===== config.mk =====
export PLATFORM = sky130hd
export DESIGN_NAME = cnn_mem_responder
export DESIGN_NICKNAME = d
export VERILOG_FILES = /design/src/rtl/cnn_mem_responder.sv
export SDC_FILE = /design/constraint.sdc
export NUM_CORES = 2
export LEC_CHECK = 0
export BUFFER_PORTS_ARGS = -buffer_cell sky130_fd_sc_hd__buf_4
export CORE_MARGIN = 2
export CORE_UTILIZATION = 25
export CTS_CLUSTER_SIZE = 28
export DETAILED_ROUTE_END_ITERATION = 6
export GPL_ROUTABILITY_DRIVEN = 1
export HOLD_SLACK_MARGIN = 0.05
export PLACE_DENSITY = 0.37
export RECOVER_POWER = 100
export SETUP_SLACK_MARGIN = 0.02
export SYNTH_ARGS = -nofsm -noshare
export SYNTH_HDL_FRONTEND = slang
export SYNTH_SLANG_ARGS = --single-unit

===== constraint.sdc =====
create_clock -name clk -period 10.7 [get_ports clk]
set_clock_uncertainty 0.2 [all_clocks]
set_input_delay 0 -clock clk [delete_from_list [all_inputs] [get_ports clk]]
set_output_delay 0 -clock clk [all_outputs]
set_load 0.01 [all_outputs]

===== src/rtl/cnn_mem_responder.sv =====
// Dual-port SRAM responder for the KMEM/WMEM interface; clears itself after reset, then serves two ports.
// Reads return data 1 cycle after the access; no backpressure, accesses are ignored while mem_ready=0.
module cnn_mem_responder #(
  parameter int                ADDR_W   = 5,
  parameter int                DATA_W   = 32,
  parameter logic [DATA_W-1:0] INIT_VAL = '0
) (
  input  logic              clk,
  input  logic              rst,
  input  logic [ADDR_W-1:0] ADD1,
  input  logic              CSB1,
  input  logic              WEB1,
  input  logic              OEB1,
  input  logic [DATA_W-1:0] DATA_I1,
  output logic [DATA_W-1:0] DATA_O1,
  input  logic [ADDR_W-1:0] ADD2,
  input  logic              CSB2,
  input  logic              WEB2,
  input  logic              OEB2,
  input  logic [DATA_W-1:0] DATA_I2,
  output logic [DATA_W-1:0] DATA_O2,
  output logic              mem_ready,
  output logic              wr_coll
);

  localparam int                DEPTH = 2 ** ADDR_W;
  localparam logic [ADDR_W-1:0] LAST  = ADDR_W'(DEPTH - 1);

  typedef enum logic {CLEAR, READY} state_t;

  state_t            state;
  logic [ADDR_W-1:0] clr_cnt;
  logic [DATA_W-1:0] mem [DEPTH];
  logic [DATA_W-1:0] rdata1;
  logic [DATA_W-1:0] rdata2;

  logic wr1, wr2, rd1, rd2;

  assign wr1 = ~CSB1 & ~WEB1;
  assign rd1 = ~CSB1 &  WEB1;
  assign wr2 = ~CSB2 & ~WEB2;
  assign rd2 = ~CSB2 &  WEB2;

  always_ff @(posedge clk) begin
    if (rst) begin
      state     <= CLEAR;
      clr_cnt   <= '0;
      rdata1    <= '0;
      rdata2    <= '0;
      mem_ready <= 1'b0;
      wr_coll   <= 1'b0;
    end else begin
      wr_coll <= 1'b0;
      case (state)
        CLEAR: begin
          mem[clr_cnt] <= INIT_VAL;
          clr_cnt      <= clr_cnt + 1'b1;
          rdata1       <= '0;
          rdata2       <= '0;
          if (clr_cnt == LAST) begin
            state     <= READY;
            mem_ready <= 1'b1;
          end
        end
        READY: begin
          // Reads sample the array before this edge's writes land, so a
          // cross-port read of a word being written returns the old value.
          if (rd1) rdata1 <= mem[ADD1];
          if (rd2) rdata2 <= mem[ADD2];
          // Port 1 is written last so it wins a same-address collision.
          if (wr2) mem[ADD2] <= DATA_I2;
          if (wr1) mem[ADD1] <= DATA_I1;
          wr_coll <= wr1 & wr2 & (ADD1 == ADD2);
        end
      endcase
    end
  end

  assign DATA_O1 = OEB1 ? '0 : rdata1;
  assign DATA_O2 = OEB2 ? '0 : rdata2;

endmodule


==> results.txt <==
The flow ran to the end, but the final reports show violations. The final reports fail on design-rule violations, max-capacitance violations, max-slew violations. The final standard cell area without fillers is around 70000 um^2. The width of the die is 505.6 um. The first global-routing pass estimated 393700 um of wire.

The source-to-sink clock delay at the later pin of the worst-skew pair came out at 820 ps. The post-placement cell area came out at 65980 um^2. STA puts the critical path data arrival time at 8030 ps.

The post-synthesis async set-or-reset flop share is 0%. The portion of the post-synthesis area used by sequential elements came out at 51.17%. Synthesis produced a netlist with a net count of ~5400. Synthesis instantiated 55 different standard cells from the library. For this run, design rule violations remaining after detail routing come to 4. The internal power is 0.007842 W. The number of enable flip-flop cells after synthesis is 1024.

The worst hold path class is in2reg. The starting utilization of the core area is 25.09%. Across the VDD grid, the largest voltage drop is between 150 and 200 uV. Entering global routing, the biggest net connects 117 pins.

Once detail routing completed, the nets flagged for antenna violations numbered 0. The number of fillers in the final layout came out at 25610. The count of H-tree levels built during CTS is 4.

The combinational cell fraction of total power is 8.0%. The total number of placement rows came out at 184. At the worst endpoint, the required time is 11190 ps.

The transition at the pin with the smallest max-transition slack came out at 4513 ps. The fraction of layout cells with a size suffix above 1 came out at between 10% and 20%. By startpoint and endpoint, the worst setup path is classified as reg2reg. The via density per instance is 5.301. The area of the die came out at 255700 um^2. In this run the tool buffered the top-level ports with between 100 and 150 buffer cells. The multi-input combinational cells in the finished layout cover a total of 27250 um^2. The overall track demand over capacity in global routing came out at 22.10%. The global routing stage identified its most utilized layer as met2. The area growth from synthesis to layout came out at 13.27%. The top-level port count came out at 148.

The final critical-path required period came out at 7538 ps. The number of antenna violations at the first check in global routing came to 37. The cell area after synthesis came out at 62910 um^2. The max-slew violation count came out at ~540. The number of design-rule violations left by the first detailed-router iteration came out at 5725. The Yosys step of the flow raised 0 warnings. The clock network accounts for 47.4% of the total power.

The switching fraction of total power came out at 25.10%. The power density over cell area is 146.9 nW/um^2. The net switching power of the design is 0.002627 W. The summed negative setup slack over all endpoints is 0 ps.

Ranked by total cell area, the synthesized netlist is headed by sky130_fd_sc_hd__edfxtp_1 49%, sky130_fd_sc_hd__mux4_2 15%, sky130_fd_sc_hd__nand2_1 7.2%. The wire-length estimate of the detail-placed layout is 180100 um. The share of the clock period used by the worst path came out at 70.44%. The clock passes through at most 3 buffers.

The mean area per synthesized cell is 11.82 um^2. The instance count of the mapped netlist came out at roughly 5300. Setup repair after global routing left no endpoint under its margin. The sequential cell area is 32190 um^2. The pre-antenna-repair detailed-routing pass consisted of 7 iterations. The setup fix buffers added after clock tree synthesis is 0.

The clock tree from TritonCTS is done. The number of maximum-capacitance constraint violations came out at 14. The final-report hold violation count is 0. The total congestion overflow after global routing is 0.

For this run, the top clock speed supported by timing is 0.1327 GHz. The met2 demand-to-capacity share in global routing is between 30% and 40%. The number of global-route vias before repair is 44190. After synthesis the netlist holds a flip-flop and latch count of 1096. Measured against its own limit, the worst slew margin works out to -200.9%. The highest net fanout along the worst path came out at 43.

The final weighted congestion in routability-driven placement came out at roughly 0.85. Setup violations remaining at the end of the flow were counted as 0. STA classifies the critical path endpoint as a register. After detailed routing, the total wire length is roughly 290000 um. In the final routed layout, each cell accounts on average for 33.31 um.

The most instantiated flip-flop cell in the synthesis netlist is sky130_fd_sc_hd__edfxtp_1. Clock tree synthesis found a total of 1096 sinks. The root buffer cell chosen for the clock tree is sky130_fd_sc_hd__clkbuf_16.

The global-route track usage on met1 came out at 30.65%. The portion of total power attributed to sequential cells came out at 44.6%. The total core area came out at about 250000 um^2. The static leakage is 20.56 nW. The met3 demand-to-capacity share in global routing came out at 3.369%. The routed via count came out at around 46000.

The clock buffer count from CTS is 140. The share of Yosys cell area claimed by the top area cell type came out at 48.88%. Clock-pin slew was measured on the worst setup and hold paths at ~60 ps. The worst setup path is launched from a register.

The biggest area contributor in the post-synthesis netlist is sky130_fd_sc_hd__edfxtp_1. The net count of the finished layout is 5270. The height of the chip came out at 505.6 um.
## path summary, 6_finish.rpt
kind	startpoint	to	slack, ps	cells past startpoint
min	DATA_I2[20]	mem[13][20]	30	3
max reg2reg	state	mem[12][10]	3160	6
max	state	mem[12][10]	3160	6
min reg2reg	mem_ready	mem_ready	290	2
## cells in the mapped netlist, types with 32 or more instances
library cell               number
sky130_fd_sc_hd__a41oi_1       40
sky130_fd_sc_hd__o21ai_0      300
sky130_fd_sc_hd__buf_2        108
sky130_fd_sc_hd__buf_6        150
sky130_fd_sc_hd__a22oi_1      109
sky130_fd_sc_hd__o21bai_1      32
sky130_fd_sc_hd__nor2b_1       83
sky130_fd_sc_hd__edfxtp_1    1024
sky130_fd_sc_hd__nand2_1     1206
sky130_fd_sc_hd__clkbuf_1     339
sky130_fd_sc_hd__dfxtp_1       72
sky130_fd_sc_hd__o21ai_1      791
sky130_fd_sc_hd__a31oi_1       48
sky130_fd_sc_hd__mux4_2       419
sky130_fd_sc_hd__mux2_2        39
sky130_fd_sc_hd__buf_4         43
sky130_fd_sc_hd__mux2i_1      194
sky130_fd_sc_hd__a21oi_1       39
sky130_fd_sc_hd__a22o_1        89
## sequential cells by signal, summed over array words and instances (netlist names)
name / flops
state: 1
rdata1: 32
rdata2: 32
clr_cnt: 5
wr_coll: 1
mem_ready: 1
mem: 1024
## worst max-delay path: stages, from the launching register on
cell and delay (ps):
sky130_fd_sc_hd__dfxtp_1 630, sky130_fd_sc_hd__nor4b_1 280, sky130_fd_sc_hd__dlygate4sd3_1 590, sky130_fd_sc_hd__clkbuf_1 2790
sky130_fd_sc_hd__nand2_1 1740, sky130_fd_sc_hd__o21ai_0 450, sky130_fd_sc_hd__dlygate4sd3_1 590
## power by group through the flow
stage | clock network (W) | registers, W | logic, W
after global placement | 0 | 0.00476 | 0.000807
after detailed placement | 0 | 0.00475 | 0.000805
final | 0.00497 | 0.00467 | 0.000839
after CTS | 0.00504 | 0.00466 | 0.000829
after floorplan | 0 | 0.00475 | 0.000426
after global routing | 0.00518 | 0.00467 | 0.000863
## final cells by class
class,count,area share (%)
Clock inverter,69,1.008
Sequential cell,1096,45.18
Clock buffer,183,5.550
Tap cell,3348,5.879
Antenna cell,21,0.07375
Inverter,7,0.03687
Timing Repair Buffer,376,4.028
Multi-Input combinational cell,3565,38.25
## cells in the final DEF (no fill, tap or decap), types with 14 or more instances in the layout
master / Yosys / final
sky130_fd_sc_hd__a21oi_1: 39 / 39
sky130_fd_sc_hd__a22o_1: 89 / 89
sky130_fd_sc_hd__a22oi_1: 109 / 109
sky130_fd_sc_hd__a31oi_1: 48 / 47
sky130_fd_sc_hd__a41oi_1: 40 / 40
sky130_fd_sc_hd__buf_4: 43 / 187
sky130_fd_sc_hd__bufinv_16: 0 / 14
sky130_fd_sc_hd__clkbuf_1: 339 / 103
sky130_fd_sc_hd__clkbuf_16: 0 / 148
sky130_fd_sc_hd__clkinv_1: 1 / 26
sky130_fd_sc_hd__clkinv_2: 0 / 21
sky130_fd_sc_hd__dfxtp_1: 72 / 72
sky130_fd_sc_hd__diode_2: 0 / 21
sky130_fd_sc_hd__dlygate4sd3_1: 0 / 98
sky130_fd_sc_hd__edfxtp_1: 1024 / 1024
sky130_fd_sc_hd__mux2_2: 39 / 37
sky130_fd_sc_hd__mux2i_1: 194 / 194
sky130_fd_sc_hd__mux4_2: 419 / 419
sky130_fd_sc_hd__nand2_1: 1206 / 1179
sky130_fd_sc_hd__nand2_2: 0 / 27
sky130_fd_sc_hd__nand3_1: 19 / 19
sky130_fd_sc_hd__nor2b_1: 83 / 72
sky130_fd_sc_hd__nor4_4: 30 / 31
sky130_fd_sc_hd__o21ai_0: 300 / 1078
sky130_fd_sc_hd__o21ai_1: 791 / 32
sky130_fd_sc_hd__o21bai_4: 0 / 31
sky130_fd_sc_hd__o221a_2: 17 / 17
## per-layer routing
| layer | vias to the layer above | wire length [um] |
|---|---|---|
| li1 | 19810 | - |
| met1 | 23880 | 124500 |
| met2 | 1903 | 136300 |
| met5 | - | 0 |
| met3 | 344 | 19580 |
| met4 | 0 | 8280 |
## logic make-up after synthesis
kind of cell / Yosys count / synth area share, %
multiplexers: 652 / 18.79
AO/OA/AOI/OAI: 1509 / 13.82
flip-flops: 1096 / 51.17
buffers and inverters: 661 / 6.321
adder cells (fa/ha/maj): 2 / 0.03977
AND/OR/NAND/NOR: 1394 / 9.750
XOR/XNOR: 8 / 0.1114
## stage by stage
step / utilization, % / worst slack (ps) / total power (W) / cells / hold slack (ps)
3_3_place_gp: 26.32 / 6413 / 0.005563 / 8294 / 128.4
4_1_cts: 28.57 / 5838 / 0.01053 / 8643 / 51.75
5_1_grt: 28.40 / 2920 / 0.01071 / 8645 / 39.93
2_1_floorplan: - / 6860 / 0.005174 / 5322 / -153.6
3_5_place_dp: 26.32 / 6400 / 0.005559 / 8294 / 132.4
6_report: 28.42 / 3162 / 0.01047 / 8665 / 27.81
## timing repair
item	CTS	global route
gates resized for setup	0	0
hold endpoints to repair	1096	2
hold buffers	97	1
No activity file was read; power rests on OpenSTA's default activity.
